### config.mk
export PLATFORM = sky130hd
export DESIGN_NAME = pc_sequencer_flat
export DESIGN_NICKNAME = d
export VERILOG_FILES = /design/src/rtl/pc_sequencer_if.sv /design/src/rtl/pc_sequencer.sv /design/src/flat_wrapper.sv
export SDC_FILE = /design/constraint.sdc
export NUM_CORES = 1
export LEC_CHECK = 0
export CAP_MARGIN = 15
export CORE_MARGIN = 1.5
export CORE_UTILIZATION = 55
export DETAILED_ROUTE_END_ITERATION = 10
export DONT_BUFFER_PORTS = 1
export PLACE_DENSITY_LB_ADDON = 0.12
export SKIP_LAST_GASP = 1
export SLEW_MARGIN = 40
export SYNTH_ARGS = -nofsm -noshare
export SYNTH_HDL_FRONTEND = slang
export SYNTH_SLANG_ARGS = --single-unit
### constraint.sdc
create_clock -name clk -period 2.04 [get_ports clk]
set_clock_uncertainty 0.15 [all_clocks]
set_input_delay 0.102 -clock clk [delete_from_list [all_inputs] [get_ports clk]]
set_output_delay 0.102 -clock clk [all_outputs]
set_load 0.02 [all_outputs]
### src/rtl/pc_sequencer_if.sv
// Request/status bundle between the fetch controller and the PC sequencer.
// The master drives control requests; the sequencer drives PC and RAS status.
interface pc_sequencer_if #(
   parameter int AW = 10
);
   logic          stall;
   logic          trap_en;
   logic          ret_en;
   logic          call_en;
   logic          jump_en;
   logic [AW-1:0] jump_addr;
   logic          branch_en;
   logic [AW-1:0] branch_off;
   logic [AW-1:0] pc;
   logic [AW-1:0] pc_next;
   logic          ras_empty;
   logic          ras_full;
   logic          ras_overflow;
   logic          ras_underflow;

   modport master (
      output stall, trap_en, ret_en, call_en, jump_en, jump_addr, branch_en, branch_off,
      input  pc, pc_next, ras_empty, ras_full, ras_overflow, ras_underflow
   );

   modport slave (
      input  stall, trap_en, ret_en, call_en, jump_en, jump_addr, branch_en, branch_off,
      output pc, pc_next, ras_empty, ras_full, ras_overflow, ras_underflow
   );
endinterface

### src/rtl/pc_sequencer.sv
// Program-counter sequencer with a circular return-address stack.
// One-cycle redirect latency; stall freezes all state and drops requests (no queuing).
module pc_sequencer #(
   parameter int            AW        = 10,
   parameter int            RAS_DEPTH = 4,
   parameter logic [AW-1:0] RESET_VEC = '0,
   parameter logic [AW-1:0] TRAP_VEC  = 10'h3F0
) (
   input  logic          clk,
   input  logic          reset,
   pc_sequencer_if.slave bus
);
   localparam int            PW       = (RAS_DEPTH > 1) ? $clog2(RAS_DEPTH) : 1;
   localparam int            CW       = $clog2(RAS_DEPTH + 1);
   localparam logic [PW-1:0] PTR_LAST = PW'(RAS_DEPTH - 1);
   localparam logic [CW-1:0] CNT_FULL = CW'(RAS_DEPTH);

   logic [AW-1:0] pc_q;
   logic [AW-1:0] pc_nxt;
   logic [AW-1:0] pc_plus1;
   logic [AW-1:0] ras_mem [RAS_DEPTH];
   logic [PW-1:0] ptr_q;
   logic [PW-1:0] ptr_inc;
   logic [PW-1:0] ptr_dec;
   logic [CW-1:0] cnt_q;
   logic [CW-1:0] cnt_nxt;
   logic          do_push;
   logic          do_pop;
   logic          ovf_nxt;
   logic          unf_nxt;
   logic          empty_q;
   logic          full_q;
   logic          ovf_q;
   logic          unf_q;

   // ptr_q is the next free slot; when full it also names the oldest entry,
   // so a push while full overwrites the oldest without extra logic.
   always_comb begin
      ptr_inc  = (ptr_q == PTR_LAST) ? '0 : ptr_q + PW'(1);
      ptr_dec  = (ptr_q == '0) ? PTR_LAST : ptr_q - PW'(1);
      pc_plus1 = pc_q + AW'(1);
   end

   always_comb begin
      pc_nxt  = pc_plus1;
      cnt_nxt = cnt_q;
      do_push = 1'b0;
      do_pop  = 1'b0;
      ovf_nxt = 1'b0;
      unf_nxt = 1'b0;
      if (reset) begin
         pc_nxt  = RESET_VEC;
         cnt_nxt = '0;
      end else if (bus.stall) begin
         pc_nxt = pc_q;
      end else if (bus.trap_en) begin
         pc_nxt = TRAP_VEC;
      end else if (bus.ret_en) begin
         if (cnt_q == '0) begin
            pc_nxt  = TRAP_VEC;
            unf_nxt = 1'b1;
         end else begin
            pc_nxt  = ras_mem[ptr_dec];
            do_pop  = 1'b1;
            cnt_nxt = cnt_q - CW'(1);
         end
      end else if (bus.call_en) begin
         pc_nxt  = bus.jump_addr;
         do_push = 1'b1;
         if (cnt_q == CNT_FULL) begin
            ovf_nxt = 1'b1;
         end else begin
            cnt_nxt = cnt_q + CW'(1);
         end
      end else if (bus.jump_en) begin
         pc_nxt = bus.jump_addr;
      end else if (bus.branch_en) begin
         pc_nxt = pc_q + bus.branch_off;
      end
   end

   always_ff @(posedge clk) begin
      if (reset) begin
         pc_q    <= RESET_VEC;
         ptr_q   <= '0;
         cnt_q   <= '0;
         empty_q <= 1'b1;
         full_q  <= 1'b0;
         ovf_q   <= 1'b0;
         unf_q   <= 1'b0;
      end else begin
         pc_q    <= pc_nxt;
         cnt_q   <= cnt_nxt;
         empty_q <= (cnt_nxt == '0);
         full_q  <= (cnt_nxt == CNT_FULL);
         ovf_q   <= ovf_nxt;
         unf_q   <= unf_nxt;
         if (do_push) begin
            ptr_q <= ptr_inc;
         end else if (do_pop) begin
            ptr_q <= ptr_dec;
         end
      end
   end

   // Entry storage is never cleared; it is unreachable while the count is zero.
   always_ff @(posedge clk) begin
      if (do_push) begin
         ras_mem[ptr_q] <= pc_plus1;
      end
   end

   assign bus.pc            = pc_q;
   assign bus.pc_next       = pc_nxt;
   assign bus.ras_empty     = empty_q;
   assign bus.ras_full      = full_q;
   assign bus.ras_overflow  = ovf_q;
   assign bus.ras_underflow = unf_q;
endmodule

### src/flat_wrapper.sv
// flat-port wrapper written by rule: the top's interface ports become plain ports
module pc_sequencer_flat 
#(
   parameter int            AW        = 10,
   parameter int            RAS_DEPTH = 4,
   parameter logic [AW-1:0] RESET_VEC = '0,
   parameter logic [AW-1:0] TRAP_VEC  = 10'h3F0
)
  (clk, reset, bus_stall, bus_trap_en, bus_ret_en, bus_call_en, bus_jump_en, bus_jump_addr, bus_branch_en, bus_branch_off, bus_pc, bus_pc_next, bus_ras_empty, bus_ras_full, bus_ras_overflow, bus_ras_underflow);
  pc_sequencer_if #(.AW(AW)) bus_i ();
  input  logic clk;
  input  logic reset;
  input wire logic [$bits(bus_i.stall)-1:0] bus_stall;
  input wire logic [$bits(bus_i.trap_en)-1:0] bus_trap_en;
  input wire logic [$bits(bus_i.ret_en)-1:0] bus_ret_en;
  input wire logic [$bits(bus_i.call_en)-1:0] bus_call_en;
  input wire logic [$bits(bus_i.jump_en)-1:0] bus_jump_en;
  input wire logic [$bits(bus_i.jump_addr)-1:0] bus_jump_addr;
  input wire logic [$bits(bus_i.branch_en)-1:0] bus_branch_en;
  input wire logic [$bits(bus_i.branch_off)-1:0] bus_branch_off;
  output wire logic [$bits(bus_i.pc)-1:0] bus_pc;
  output wire logic [$bits(bus_i.pc_next)-1:0] bus_pc_next;
  output wire logic [$bits(bus_i.ras_empty)-1:0] bus_ras_empty;
  output wire logic [$bits(bus_i.ras_full)-1:0] bus_ras_full;
  output wire logic [$bits(bus_i.ras_overflow)-1:0] bus_ras_overflow;
  output wire logic [$bits(bus_i.ras_underflow)-1:0] bus_ras_underflow;
  assign bus_i.stall = bus_stall;
  assign bus_i.trap_en = bus_trap_en;
  assign bus_i.ret_en = bus_ret_en;
  assign bus_i.call_en = bus_call_en;
  assign bus_i.jump_en = bus_jump_en;
  assign bus_i.jump_addr = bus_jump_addr;
  assign bus_i.branch_en = bus_branch_en;
  assign bus_i.branch_off = bus_branch_off;
  assign bus_pc = bus_i.pc;
  assign bus_pc_next = bus_i.pc_next;
  assign bus_ras_empty = bus_i.ras_empty;
  assign bus_ras_full = bus_i.ras_full;
  assign bus_ras_overflow = bus_i.ras_overflow;
  assign bus_ras_underflow = bus_i.ras_underflow;
  pc_sequencer #(.AW(AW), .RAS_DEPTH(RAS_DEPTH), .RESET_VEC(RESET_VEC), .TRAP_VEC(TRAP_VEC)) u_core (.clk(clk), .reset(reset), .bus(bus_i));
endmodule
# ---- Word-level counts from Yosys, hierarchy flattened
# Memories as Yosys holds them, arrays and structs flattened.
# Index checks and enable logic that the tools add are counted.
dict set report op_classes {
  muxes 33
  bitwise 2
  add_sub_neg 6
  n_eq_ne 3
  n_reduce_logical 6
}
# op n
set op_table {}
lappend op_table {{$mux 10} 8}
lappend op_table {{$mux 3} 7}
lappend op_table {{$mux 1} 14}
lappend op_table {{$add 10x1->10 const B} 1}
lappend op_table {{$add 10x10->10} 1}
lappend op_table {{$mux 2} 4}
lappend op_table {{$eq 3x3->1 const B} 2}
lappend op_table {{$logic_not 3->1} 2}
lappend op_table {{$reduce_or 5->1} 1}
lappend op_table {{$reduce_or 4->1} 1}
lappend op_table {{$add 3x1->3 const B} 1}
lappend op_table {{$sub 3x1->3 const B} 1}
lappend op_table {{$add 2x1->2 const B} 1}
lappend op_table {{$eq 2x2->1 const B} 1}
lappend op_table {{$logic_not 2->1} 1}
lappend op_table {{$not 1->1} 2}
lappend op_table {{$reduce_bool 2->1} 1}
lappend op_table {{$sub 2x1->2 const B} 1}
dict set report totals {
  ram_bits 40
  output_inout_bits 24
  regBits 19
  wordCells 58
  memories 1
  input_bits 28
}
# memory words word_bits read_ports rd_clocked_by_memory_dff write_ports line
set memory_table {}
lappend memory_table {u_core.ras_mem 4 10 1 0 1 pc_sequencer.sv:21} ;# logic [AW-1:0] ras_mem [RAS_DEPTH];

# ---- Logic depth before layout (Yosys ltp)
dict set report depth {
  word_depth 8
  depth_mapped 9
  mapped_depth_nobuf 9
}

# ---- Least setup slack after synthesis
# OpenSTA, ideal clock, no wires.
dict set report synth_path {
  path_type {register to output}
  start {register u_core.pc_q[0], in the netlist u_core.bus.pc[0]}
  end {output port bus_pc_next[8]}
  required_ns 1.788
  arrival_time_ns 2.513
  path_buffers 0
  setup_slack_ns -0.725
  path_stages_with_launch 10
  cell_sequence {dfxtp_1 -> ha_1 -> inv_1 -> fa_1 -> nor2b_1 -> o2111ai_1 -> a32oi_1 -> xor2_1 -> mux2i_1 -> a211oi_1}
}
dict set report synth_between {
  elab_chain_cells 8
  elab_cells_between_ends 9
  cone_classes {add/sub (2); mux (7)}
}
# element line
set synth_lines {}
lappend synth_lines {{from (decl)} pc_sequencer.sv:18} ;# logic [AW-1:0] pc_q;
lappend synth_lines {{from (signal assigned)} pc_sequencer.sv:92} ;# pc_q <= pc_nxt;
lappend synth_lines {{$add 10x1->10 or $add 10x10->10 (tied branches)} {pc_sequencer.sv:41, pc_sequencer.sv:78}}
lappend synth_lines {{$mux 10 *} pc_sequencer.sv:77} ;# end else if (bus.branch_en) begin
lappend synth_lines {{$mux 10 *} pc_sequencer.sv:75} ;# end else if (bus.jump_en) begin
lappend synth_lines {{$mux 10 *} pc_sequencer.sv:67} ;# end else if (bus.call_en) begin
lappend synth_lines {{$mux 10 *} pc_sequencer.sv:58} ;# end else if (bus.ret_en) begin
lappend synth_lines {{$mux 10 *} pc_sequencer.sv:56} ;# end else if (bus.trap_en) begin
lappend synth_lines {{$mux 10 *} pc_sequencer.sv:54} ;# end else if (bus.stall) begin
lappend synth_lines {{$mux 10 *} pc_sequencer.sv:51} ;# if (reset) begin
lappend synth_lines {{to (decl)} flat_wrapper.sv:22} ;# output wire logic [$bits(bus_i.pc_next)-1:0] bus_pc_next;
# Mark *: on every way between the ends. The rest lies on a longest branch, timed or not.

# ---- Worst setup path after layout
# Same ends and word-level chain as after synthesis.

==> results.cfg <==
[detailed_routing]
detail_route.wirelength_um = 8410
ant_nets = 0
route.detailed.drc = 0
count_of_routing_violations_after_the_opening_detailed_route_iteration = 193
num_vias = 2503
vias_per_cell = 5.88
route.detailed.wl_per_inst_um = 19.8
number_of_detailed_routing_iterations_run_before_antenna_repair = 4

[setup_path]
max_stage_delay_ns = 0.36
cp_data_arrival_time_ns = 2.37
worst-setup-path-type = flop to primary output
path_delay_family = compound AO/OA/AOI/OAI gates
worstPathRequired_ns = 1.79
crit_buf_inv = 2
critical_path_maximum_fanout = 2
start_kind = flop
worst_setup_path_end_kind = primary output
cells_along_the_critical_path = ha_4, inv_2, fa_2, nor2b_4, o2111ai_2, a32oi_2, xor2_1, mux2i_1, a211oi_2, buf_4
critPathSlowestCell = sky130_fd_sc_hd__dfxtp_4

[cts]
count_of_hold_buffers_inserted_by_post_cts_repair = 10
root_buffer_master = sky130_fd_sc_hd__clkbuf_8
ctsLongestPathBuffers = 2
cts_htree_levels = 3
numCtsBuffers = 9
clkSlewWorstSetupHoldPaths_ns = 0.07
clk_latency_ns = 0.34
cts_sinks = 59
tritoncts = done

[synth]
postSynthCellCount = 284
post_synthesis_sequential_area_ratio_pct = 48.9
synth_flop_cell = sky130_fd_sc_hd__edfxtp_1
mappedNetlistArea_um2 = 3230
post_synth_num_cell_types = 55
syn-mean-instance-area_um2 = 11.4
synth-warning-count = 0
ys_async_sr_fraction_pct = 0
ys_seq_elements = 59
synth_enable_flop_cells = 40
syn_nets = 330

[sta]
maxSlewViolCount = 0
period_minus_slack_ns = 2.62
worst_slew_margin_rel_pct = 58.1
timing.fmax_mhz = 381
final.period_utilization_pct = 129
setup_violations = 12
finalHoldViolCount = 6
timing_worst_slew_pin_value_ns = 0.627
final.hold.worst_slack_ns = -0.192
rsz0062_at_grt = true
setup_slack_ns = -0.585

[floorplanning]
starting_utilization_of_the_core_area_pct = 58.0
floorplan.core_area_um2 = 5570
design.die.area_um2 = 6350
die_width_um = 79.7
io-pin-count = 52
fp.dieH_um = 79.7
rows = 27

[placement]
globalplace.congestion = 0.847
place_hpwl_um = 5790
port_buffers = 0
dp_slack_ns = -0.271

[flow_run]
cap_violations = 0

[cells_and_area]
register_area_um2 = 1600
multi_input_gate_area_um2 = 1850
drive_gt1_share_pct = 38.1
finalNetCount = 395
area_delta_synth_final_pct = 33.9
final.fill_count = 356
num_antenna_cells = 0

[global_routing]
grt_first_pass_wirelength_um = 13200
gr-usage-all-layers_pct = 28.5
via_count_of_the_first_global_routing_pass = 2587
grt-ovfl-total = 0
antenna_found_initial = 0
grt_max_degree = 15

[pwr]
report.power.total_mw = 2.95
pwr_density_cell_nw_per_um2 = 681
power.ir.vdd_worst_v = 0.000599
total_leakage_power_nw = 1.61

[outcome]
violations = hold timing, setup timing
status = complete, but fails checks

[worst_hold_path]
hold_path_class = input port to flop
## cell families after synthesis
group / share of synthesized area (%)
compound gates: 15.3
xor+xnor: 3.52
fa+ha+maj: 7.20
buf+inv: 3.79
flops: 48.9
mux: 8.12
simple gates: 13.2
## final timing paths
kind,startpoint,endpoint,slack [ns],depth (start not counted)
max reg2reg,u_core.bus.pc[0],u_core.bus.pc[8],-0.09,9
max,u_core.bus.pc[0],bus_pc_next[8],-0.58,10
min,bus_branch_en,u_core.bus.pc[7],-0.19,2
min reg2reg,u_core.cnt_q[2],u_core.bus.ras_overflow,0.43,1
## registers in the layout (all words and copies together), names as in the netlist
signal                    count
u_core.ras_mem               40
u_core.bus.ras_empty          1
u_core.bus.ras_overflow       1
u_core.bus.ras_underflow      1
u_core.cnt_q                  3
u_core.ptr_q                  2
u_core.bus.pc                10
u_core.bus.ras_full           1
## metrics by stage
stage | hold slack, ns | instance area [um2] | cells | util, % | setup TNS [ns]
after floorplan | 0.0246 | 3370 | 284 | - | -0.393
after global placement | 0.0269 | 3760 | 394 | 67.5 | -0.695
after detailed placement | 0.0227 | 3760 | 394 | 67.5 | -0.967
after CTS | -0.207 | 4220 | 427 | 75.6 | -4.37
after global routing | -0.201 | 4330 | 426 | 77.7 | -5.08
final | -0.192 | 4330 | 426 | 77.7 | -3.81
## routing by layer
layer  vias to the layer above  global-route usage (%)  share of wire, %
met5                         -                       0                 0
met4                         0                    9.12               1.7
met3                        15                    7.31               5.0
met2                        65                    46.5                49
met1                      1211                    37.2                44
li1                       1212                       -                 -
## cells in the mapped netlist (2+ instances only)
cell	n	area, um2
sky130_fd_sc_hd__a211oi_1	3	22.5
sky130_fd_sc_hd__a21boi_0	2	15.0
sky130_fd_sc_hd__a21o_1	4	30.0
sky130_fd_sc_hd__a21oi_1	29	145
sky130_fd_sc_hd__a31oi_1	5	31.3
sky130_fd_sc_hd__and2_1	6	37.5
sky130_fd_sc_hd__and3_1	3	18.8
sky130_fd_sc_hd__buf_2	2	10.0
sky130_fd_sc_hd__buf_6	2	22.5
sky130_fd_sc_hd__clkbuf_1	2	7.51
sky130_fd_sc_hd__dfxtp_1	19	380
sky130_fd_sc_hd__edfxtp_1	40	1200
sky130_fd_sc_hd__ha_1	17	213
sky130_fd_sc_hd__inv_1	19	71.3
sky130_fd_sc_hd__mux2i_1	3	30.0
sky130_fd_sc_hd__mux4_1	2	52.6
sky130_fd_sc_hd__mux4_2	8	180
sky130_fd_sc_hd__nand2_1	10	37.5
sky130_fd_sc_hd__nand2b_1	2	12.5
sky130_fd_sc_hd__nand3_1	8	40.0
sky130_fd_sc_hd__nor2_1	20	75.1
sky130_fd_sc_hd__nor2_2	2	12.5
sky130_fd_sc_hd__nor2b_1	3	18.8
sky130_fd_sc_hd__nor3_1	6	30.0
sky130_fd_sc_hd__nor4_1	2	12.5
sky130_fd_sc_hd__o211ai_1	4	30.0
sky130_fd_sc_hd__o21ai_0	15	75.1
sky130_fd_sc_hd__o221ai_1	5	43.8
sky130_fd_sc_hd__or3_1	4	25.0
sky130_fd_sc_hd__xnor2_1	9	78.8
sky130_fd_sc_hd__xor2_1	4	35.0
## worst reg2reg max path, cell delays in order (launching register included)
cell                        delay [ns]
sky130_fd_sc_hd__dfxtp_4          0.36
sky130_fd_sc_hd__ha_4             0.12
sky130_fd_sc_hd__inv_2            0.04
sky130_fd_sc_hd__fa_2             0.36
sky130_fd_sc_hd__nor2b_4          0.14
sky130_fd_sc_hd__o2111ai_2        0.14
sky130_fd_sc_hd__a32oi_2          0.21
sky130_fd_sc_hd__xor2_1           0.18
sky130_fd_sc_hd__mux2i_1          0.13
sky130_fd_sc_hd__a211oi_1         0.23
## cells in the final DEF (no fill, tap or decap), drive strengths merged, types with 6 or more instances in the layout
cell type and n:
a21oi 29, and2 6, buf 52, clkbuf 9, dfxtp 19, dlygate4sd3 9
edfxtp 40, ha 17, inv 21, mux4 10, nand2 10, nand3 9
nor2 24, nor3 6, o21ai 15, xnor2 9
## repair_timing
action,in CTS,in global routing
cloned,0,0
hold endpoints to repair,18,5
setup endpoints to repair,13,21
pin swaps,18,14
setup buffers,8,2
resized for setup,19,24
## where the power goes
| part | internal [mW] | switching [mW] |
|---|---|---|
| clock | 0.572 | 0.506 |
| combinational | 0.235 | 0.308 |
| sequential | 1.30 | 0.0249 |
| total | 2.11 | 0.838 |
## area by class of cell
class	instances	share of cell area [%]
Inverter	19	1.70
Clock inverter	7	1.76
Multi-Input combinational cell	198	42.6
Clock buffer	9	2.86
Tap cell	72	2.08
Sequential cell	59	36.9
Timing Repair Buffer	62	12.1
No activity file was read; power rests on OpenSTA's default activity.
